$ cat src/rtl/imem_arbiter.sv
// Arbitrates NUM_REQ i-cache miss ports onto one byte-serial instruction memory.
// Round-robin grant with an OS-driven priority override; one block transfer at a time.
module imem_arbiter #(
  parameter int unsigned NUM_REQ = 2,
  parameter int unsigned IDX_W   = 1
) (
  input  logic                  clock,
  input  logic                  reset,
  input  logic [NUM_REQ-1:0]    req_read,
  input  logic [NUM_REQ*28-1:0] req_address,
  output logic [NUM_REQ-1:0]    req_busywait,
  output logic [127:0]          readdata,
  input  logic                  prio_en,
  input  logic [IDX_W-1:0]      prio_id,
  output logic                  mem_read,
  output logic [27:0]           mem_address,
  input  logic [127:0]          mem_readdata,
  input  logic                  mem_busywait
);

  localparam int unsigned ADDR_W = 28;
  localparam int unsigned DATA_W = 128;

  typedef enum logic [1:0] {
    S_IDLE   = 2'd0,
    S_FETCH  = 2'd1,
    S_SETTLE = 2'd2,
    S_RESP   = 2'd3
  } state_t;

  state_t              r_state;
  state_t              w_state_next;
  logic [IDX_W-1:0]    r_grant;
  logic [IDX_W-1:0]    r_last_grant;
  logic [ADDR_W-1:0]   r_addr;
  logic [DATA_W-1:0]   r_readdata;
  logic                r_mem_read;

  logic                w_any_req;
  logic                w_prio_ok;
  logic                w_rr_found;
  logic [IDX_W-1:0]    w_rr_idx;
  logic [IDX_W-1:0]    w_winner;
  logic [ADDR_W-1:0]   w_win_addr;

  // Winner selection: override if the favoured cache is requesting, else rotate from last_grant
  always_comb begin
    w_any_req  = |req_read;
    w_prio_ok  = prio_en && (32'(prio_id) < NUM_REQ) && req_read[prio_id];
    w_rr_found = 1'b0;
    w_rr_idx   = r_last_grant;
    for (int k = 1; k <= int'(NUM_REQ); k++) begin
      if (!w_rr_found &&
          req_read[IDX_W'((int'(r_last_grant) + k) % int'(NUM_REQ))]) begin
        w_rr_found = 1'b1;
        w_rr_idx   = IDX_W'((int'(r_last_grant) + k) % int'(NUM_REQ));
      end
    end
    w_winner   = w_prio_ok ? prio_id : w_rr_idx;
    w_win_addr = '0;
    for (int i = 0; i < int'(NUM_REQ); i++) begin
      if (w_winner == IDX_W'(i)) begin
        w_win_addr = req_address[i*ADDR_W +: ADDR_W];
      end
    end
  end

  always_ff @(posedge clock) begin
    if (reset) begin
      r_state <= S_IDLE;
    end else begin
      r_state <= w_state_next;
    end
  end

  always_comb begin
    w_state_next = r_state;
    case (r_state)
      S_IDLE:   if (w_any_req) w_state_next = S_FETCH;
      S_FETCH:  if (!mem_busywait) w_state_next = S_SETTLE;
      S_SETTLE: w_state_next = S_RESP;
      S_RESP:   w_state_next = S_IDLE;
      default:  w_state_next = S_IDLE;
    endcase
  end

  // Grant/address latch, memory strobe and response capture
  always_ff @(posedge clock) begin
    if (reset) begin
      r_grant      <= '0;
      r_last_grant <= IDX_W'(NUM_REQ - 1);
      r_addr       <= '0;
      r_readdata   <= '0;
      r_mem_read   <= 1'b0;
    end else begin
      r_mem_read <= (w_state_next == S_FETCH);
      if (r_state == S_IDLE && w_any_req) begin
        r_grant <= w_winner;
        r_addr  <= w_win_addr;
      end
      if (r_state == S_SETTLE) begin
        r_readdata   <= mem_readdata;
        r_last_grant <= r_grant;
      end
    end
  end

  // A cache is released only during RESP, and only if it still requests
  always_comb begin
    for (int i = 0; i < int'(NUM_REQ); i++) begin
      req_busywait[i] = req_read[i] & ~((r_state == S_RESP) && (r_grant == IDX_W'(i)));
    end
  end

  assign readdata    = r_readdata;
  assign mem_read    = r_mem_read;
  assign mem_address = r_addr;

endmodule

$ cat config.mk
export PLATFORM = sky130hd
export DESIGN_NAME = imem_arbiter
export DESIGN_NICKNAME = d
export VERILOG_FILES = /design/src/rtl/imem_arbiter.sv
export SDC_FILE = /design/constraint.sdc
export NUM_CORES = 1
export LEC_CHECK = 0
export ABC_AREA = 1
export ABC_CLOCK_PERIOD_IN_PS = 1990
export CORE_AREA = 2 2 137 139
export CTS_CLUSTER_SIZE = 12
export DETAILED_ROUTE_END_ITERATION = 10
export DIE_AREA = 0 0 139 141
export PLACE_DENSITY_LB_ADDON = 0.05
export SLEW_MARGIN = 20
export SYNTH_ARGS = -nofsm -noshare
export SYNTH_HDL_FRONTEND = slang
export SYNTH_SLANG_ARGS = --single-unit
$ cat constraint.sdc
create_clock -name clock -period 1.99 [get_ports clock]
set_input_delay 0.398 -clock clock [delete_from_list [all_inputs] [get_ports clock]]
set_output_delay 0.398 -clock clock [all_outputs]
set_load 0.05 [all_outputs]
==> results of run 1 <==
## cell usage in the layout (no fill, tap or decap), drive strengths merged
cell type	count
a21oi	3
a31oi	2
buf	46
bufinv	1
clkbuf	18
clkdlybuf4s50	197
clkinv	4
clkinvlp	2
dfxtp	161
diode	1
dlygate4sd2	55
dlymetal6s2s	67
inv	46
nand2	67
nand3	60
nor2	315
nor2b	1
o21ai	131
## registers in the layout, indices dropped and copies added (netlist names)
| name | cells |
|---|---|
| mem_address | 28 |
| mem_read | 1 |
| r_grant | 1 |
| r_last_grant | 1 |
| r_state | 2 |
| readdata | 128 |
## final timing paths
check             cells past startpoint                       from  slack [ns]                         to
setup / recovery                      1  readdata[84]$_SDFFE_PP0N_        0.04               readdata[84]
hold / removal                        2  readdata[24]$_SDFFE_PP0N_        0.50  readdata[24]$_SDFFE_PP0N_
setup reg to reg                      5      r_state[1]$_SDFF_PP0_        0.61  readdata[76]$_SDFFE_PP0N_
hold reg to reg                       2  readdata[24]$_SDFFE_PP0N_        0.50  readdata[24]$_SDFFE_PP0N_
## stage by stage
step | hold slack [ns] | instance area (µm²) | setup WS, ns | power (mW) | util (%)
after floorplan | 0.4704 | 6231 | 0.3326 | 5.369 | -
after detailed placement | 0.4850 | 9796 | 0.2165 | 6.449 | 53.62
after CTS | 0.4992 | 10290 | 0.0008787 | 9.584 | 56.34
final | 0.4962 | 10460 | 0.04103 | 9.481 | 57.27
after global placement | 0.4781 | 9796 | 0.2114 | 6.437 | 53.62
after global routing | 0.5253 | 10460 | 0.0003970 | 9.885 | 57.27
## final cells by class
cell class,instances,area share [%]
Antenna cell,1,0.02392
Clock buffer,18,4.198
Clock inverter,13,1.208
Inverter,40,1.459
Multi-Input combinational cell,579,23.79
Sequential cell,161,30.81
Tap cell,234,2.798
Timing Repair Buffer,365,35.72
## layer usage
layer / routed length, µm / part of all wire [%]
met3: 1582 / 7.6
met5: 13 / 0.062
met1: 8969 / 43
met2: 9801 / 47
met4: 450 / 2.2
## report_power, final
group / internal (mW) / switching (mW)
Clock: 1.78 / 1.43
Combinational: 0.955 / 1.68
Sequential: 3.51 / 0.137
## kinds of logic (layout without fill, tap and decap cells)
logic type | Yosys count | in the layout | synth area share, %
and+or+nand+nor | 443 | 443 | 28.98
DFF | 161 | 161 | 51.73
AOI/OAI and AO/OA | 136 | 136 | 10.96
buffers and inverters | 100 | 436 | 8.333
other | 0 | 1 | 0
## timing repair
| action | 4_1_cts | 5_1_grt |
|---|---|---|
| setup endpoints to repair | 55 | 67 |
| gates cloned | 0 | 0 |
| resized for setup | 55 | 67 |
| endpoints found under the hold margin | 0 | 0 |
==> reports/metrics.cfg, run 1 <==
[sta]
fin_setup_tns_ns = 0
relSlewSlack_pct = 62.83
clock_skew_ns = 0.01181
drv_slew = 0
finalWorstPathRequiredPeriod_ns = 1.949
tightest_slew_ns = 0.5598
grt_setup_unrepaired = false
hold_viol_final = 0
max_freq_mhz = 513.1
setup_viol = 0
fin_crit_sh_pct = 97.94

[critical_path]
crit_fanout = 2
critPathBufInv = 1
crit_path_top_delay_cell = clkdlybuf4s50_1
critical_path_class = flop to output pin
crit_required_ns = 1.59
end_kind = output pin
arrival_ns = 1.55
critPathTopFamily = buffers and inverters
start_kind = flop
cp_slowest_stage_delay_ns = 0.80
worstPathCellList = clkdlybuf4s50_1

[yosys]
syn_avg_cell_area_um2 = 7.418
post-synth-top-area-cell = dfxtp_1
syn_nets = 1031
synth-seq-area-share_pct = 51.73
synthTopCellsByCount = nor2_1, dfxtp_1, o21ai_0, nand2_1, nand3_1
yosys_warnings = 0
syn-instance-count = 840
synth_area_leaders = dfxtp_1, nor2_1, o21ai_0
syn_area_um2 = 6231
synth-async-reset-ratio_pct = 0
yosysMostFrequentCell = nor2_1
synth.top_cell.area_share_pct = 51.73
synth-edff-count = 0
ys_types = 20
synth-main-ff-cell = dfxtp_1
yosys_register_bits = 161

[global_routing]
met3_usage_pct = 7.303
met1_usage_pct = 25.10
grt_pass1_wl_mm = 31.91
antenna_found_initial = 2
grt_start_max_net_pins = 92
grt-ovfl-total = 0
busiest_layer = met2
grt_pass1_vias = 5789
met2_usage_pct = 33.26
grt_usage_pct = 20.37

[clocking]
cts.reportedPaths.clkPinSlew_ns = 0.07
cts_tree = done
postCtsHoldBufs = 0
cts.sinks = 161
clk_latency_ns = 0.43
htreeDepth = 4
numCtsBuffers = 17
clockBufferDepth = 2
post_cts.repair.setup_buffers = 0
cts_root_buffer = clkbuf_16

[cells_and_area]
seq_area_um2 = 3223
multiInputGateArea_um2 = 2489
layout.cells.non_filler = 1411
fillCellCount = 1752
fin_nets = 1355
drive_above_1_share_pct = 8.929
syn_to_final_growth_pct = 67.91

[min_path]
hold_class = flop to flop

[die]
start_util_pct = 34.11
io-pin-count = 350
core_area_um2 = 18270
rows = 50
design.die.area_um2 = 19600
die_x_um = 139
die_height_um = 141

[route]
post_drt_via_cell_ratio = 4.515
drc = 0
vias = 6371
drtIter0Drc = 290
postRouteAntennaNets = 0
wire_per_inst_um = 14.75
wirelength_mm = 20.82
dr.pass1.iters = 5

[placed_design]
portBuffers = 349
place_hpwl_mm = 14.30
dp.cells = 1379
place_congestion = 0.8307

[power]
peakVddDrop_mv = 0.6573
power_leakage_nw = 5.987
powerDensity_nw_per_um2 = 906.2

[flow_run]
drv_cap = 0

[outcome]
outcome = completed

(Power assumes the default switching activity.)
==> run 2: changes to the inputs <==
Settings changed: CAP_MARGIN from default to 40.
==> results of run 2 <==
The final DEF is identical to that of run 1; final timing and power are the same.
==> run 3: changes to the inputs <==
==> constraint.sdc (replaced) <==
create_clock -name clock -period 1.99 [get_ports clock]
set_input_delay 0.398 -clock clock [delete_from_list [all_inputs] [get_ports clock]]
set_output_delay 0.398 -clock clock [all_outputs]
set_load 0.02 [all_outputs]
==> run 3 against run 2 <==
Maximum frequency is 6.6% higher. Critical path type is now input pin to output pin. Sequential power hardly changed. Design area is 0.24% lower. Combinational power is 19% lower. Clock-buffer cell count is 1 higher. Critical endpoint is now req_busywait[0].
==> reports/metrics.cfg, run 3 (synthesis gave the netlist of run 1 again) <==
[cells_and_area]
largest_register_ffs = 128  ; unchanged
layout_commonest_cell = clkdlybuf4s50_1  ; was nor2_1
layout.cells.non_filler = 1415  ; was 1,411
syn_to_final_growth_pct = 67.51  ; was 67.91%
mostFrequentLayoutCells = clkdlybuf4s50_1, nor2_1, dfxtp_1, o21ai_0, nand2_1  ; was nor2_1, clkdlybuf4s50_1, dfxtp_1, o21ai_0, dlymetal6s2s_1
drive_above_1_share_pct = 6.774  ; was 8.929%
fin_nets = 1359  ; was 1,355
post-route-util_pct = 57.14  ; was 57.27%
antenna_cells = 0  ; was 1

[die]
die_x_um = 139  ; unchanged
die_height_um = 141  ; unchanged
design.die.area_um2 = 19600  ; unchanged
core_area_um2 = 18270  ; unchanged
rows = 50  ; unchanged
io-pin-count = 350  ; unchanged
start_util_pct = 34.11  ; unchanged

[critical_path]
worst_r2r_path_depth = 5  ; unchanged
start_kind = input pin  ; was flop
crit_required_ns = 1.59  ; about the same
arrival_ns = 1.43  ; was 1.55 ns
worstReg2RegStart = r_state[0]$_SDFF_PP0_  ; was r_state[1]$_SDFF_PP0_
worstPathCellList = clkdlybuf4s50_1 > inv_1 > a31oi_1 > dlygate4sd2_1  ; was clkdlybuf4s50_1
r2r_end = readdata[62]$_SDFFE_PP0N_  ; was readdata[76]$_SDFFE_PP0N_
critPathTopFamily = buffers and inverters  ; unchanged
cp_slowest_stage_delay_ns = 0.48  ; was 0.80 ns
critPathBufInv = 3  ; was 1
crit_fanout = 2  ; unchanged
crit_path_top_delay_cell = clkdlybuf4s50_1  ; unchanged
crit_start = req_read[0]  ; was readdata[84]$_SDFFE_PP0N_
reg2reg_slack_ns = 0.47  ; was 0.61 ns
critical_path_class = input pin to output pin  ; was flop to output pin
end_kind = output pin  ; unchanged

[route]
post_drt_via_cell_ratio = 4.486  ; was 4.515
top_layer_used = met4  ; was met5
drc = 0  ; unchanged
dr.pass1.iters = 4  ; was 5
vias = 6348  ; was 6,371
drtIter0Drc = 297  ; was 290
wl_met2_mm = 9.369  ; was 9.801 mm
wl_met3_mm = 1.602  ; was 1.582 mm
postRouteAntennaNets = 0  ; unchanged
wl_met1_mm = 8.847  ; was 8.969 mm
wire_per_inst_um = 14.47  ; was 14.75 µm
wirelength_mm = 20.48  ; was 20.82 mm

[clocking]
cts_tree = done  ; unchanged
postCtsHoldBufs = 0  ; unchanged
clk_latency_ns = 0.43  ; about the same
htreeDepth = 4  ; unchanged
cts_resized = 3  ; was 55
cts_root_buffer = clkbuf_16  ; unchanged
numCtsBuffers = 17  ; unchanged
clockBufferDepth = 2  ; unchanged
cts.reportedPaths.clkPinSlew_ns = 0.06  ; was 0.07 ns
cts.sinks = 161  ; unchanged
post_cts.repair.setup_buffers = 0  ; unchanged

[global_routing]
grt_usage_pct = 20.58  ; was 20.37%
antenna_found_initial = 0  ; was 2
grt_pass1_vias = 5943  ; was 5,789
grt-ovfl-total = 0  ; unchanged
grt_start_max_net_pins = 129  ; was 92
grt_pass1_wl_mm = 32.20  ; was 31.91 mm

[min_path]
hp-start = readdata[19]$_SDFFE_PP0N_  ; was readdata[24]$_SDFFE_PP0N_
holdPathEnd = readdata[19]$_SDFFE_PP0N_  ; was readdata[24]$_SDFFE_PP0N_
hold_path_depth = 2  ; unchanged
hold_class = flop to flop  ; unchanged

[sta]
hold_viol_final = 0  ; unchanged
relSlewSlack_pct = 63.76  ; was 62.83%
finalWorstPathRequiredPeriod_ns = 1.829  ; was 1.949 ns
fin_ws_ns = 0.1610  ; was 0.04103 ns
drv_slew = 0  ; unchanged
setup_viol = 0  ; unchanged
clock_skew_ns = 0.01181  ; about the same
max_freq_mhz = 546.7  ; was 513.1 MHz
fin_crit_sh_pct = 91.91  ; was 97.94%
grt_setup_unrepaired = false  ; unchanged
holdWs_ns = 0.4970  ; was 0.4962 ns
tightest_slew_ns = 0.5436  ; was 0.5598 ns

[placed_design]
dp.cells = 1383  ; was 1,379
place_hpwl_mm = 14.25  ; was 14.30 mm
place_congestion = 0.7945  ; was 0.8307
dp_worst_setup_slack_ns = -0.1132  ; was 0.2165 ns
portBuffers = 349  ; unchanged

[power]
powerDensity_nw_per_um2 = 850.8  ; was 906.2 nW/µm²
peakVddDrop_mv = 0.5758  ; was 0.6573 mV
power_leakage_nw = 4.533  ; was 5.987 nW
total_power_mw = 8.881  ; was 9.481 mW

[flow_run]
drv_cap = 0  ; unchanged

[outcome]
outcome = completed  ; unchanged

run 3: per-stage QoR:
step / area (µm²) / setup TNS, ns
after floorplan: 6231 / 0
after global placement: 9876 / -0.1166
after detailed placement: 9876 / -0.1514
after CTS: 10440 / 0
after global routing: 10440 / 0
final: 10440 / 0
run 3: how the worst max path moves through the flow:
stage | endpoint | slack (ns) | cells after the start
final | req_busywait[0] | 0.16 | 4
after global routing | req_busywait[1] | 0.05 | 4
after detailed placement | req_busywait[0] | -0.11 | 4
after floorplan | mem_address[18]$_SDFFE_PP0P_ | 0.75 | 10
after CTS | readdata[60] | 0.13 | 1
after global placement | req_busywait[0] | -0.10 | 4
run 3: layer usage:
layer | vias to the layer above | track usage, %
met4 | 0 | 8.878
li1 | 3308 | -
met2 | 223 | 32.67
met3 | 40 | 6.827
met1 | 2777 | 25.67
met5 | - | 0
run 3: worst reg2reg max path: cells and delay by family, from the launching register on:
kind | cells | cell delay, ns
buffers and inverters | 2 | 0.57
AND/OR/NAND/NOR | 2 | 0.28
AO/OA/AOI/OAI | 1 | 0.26
flip-flops | 1 | 0.34
run 3: layout make-up:
type	count	area, µm²
inverter	40	152.6
clock buffer	19	442.9
clock inverter	13	120.1
sequential	161	3224
tap	234	292.8
multi-input combinational	579	2489
timing repair buffer	369	3716
fill	1733	7830
run 3: report_power, final:
| part | leakage, nW | internal (mW) | switching [mW] |
|---|---|---|---|
| clock | 0.266 | 1.67 | 1.42 |
| sequential | 1.32 | 3.51 | 0.142 |
| combinational | 2.95 | 1.07 | 1.06 |
| total | 4.53 | 6.25 | 2.63 |
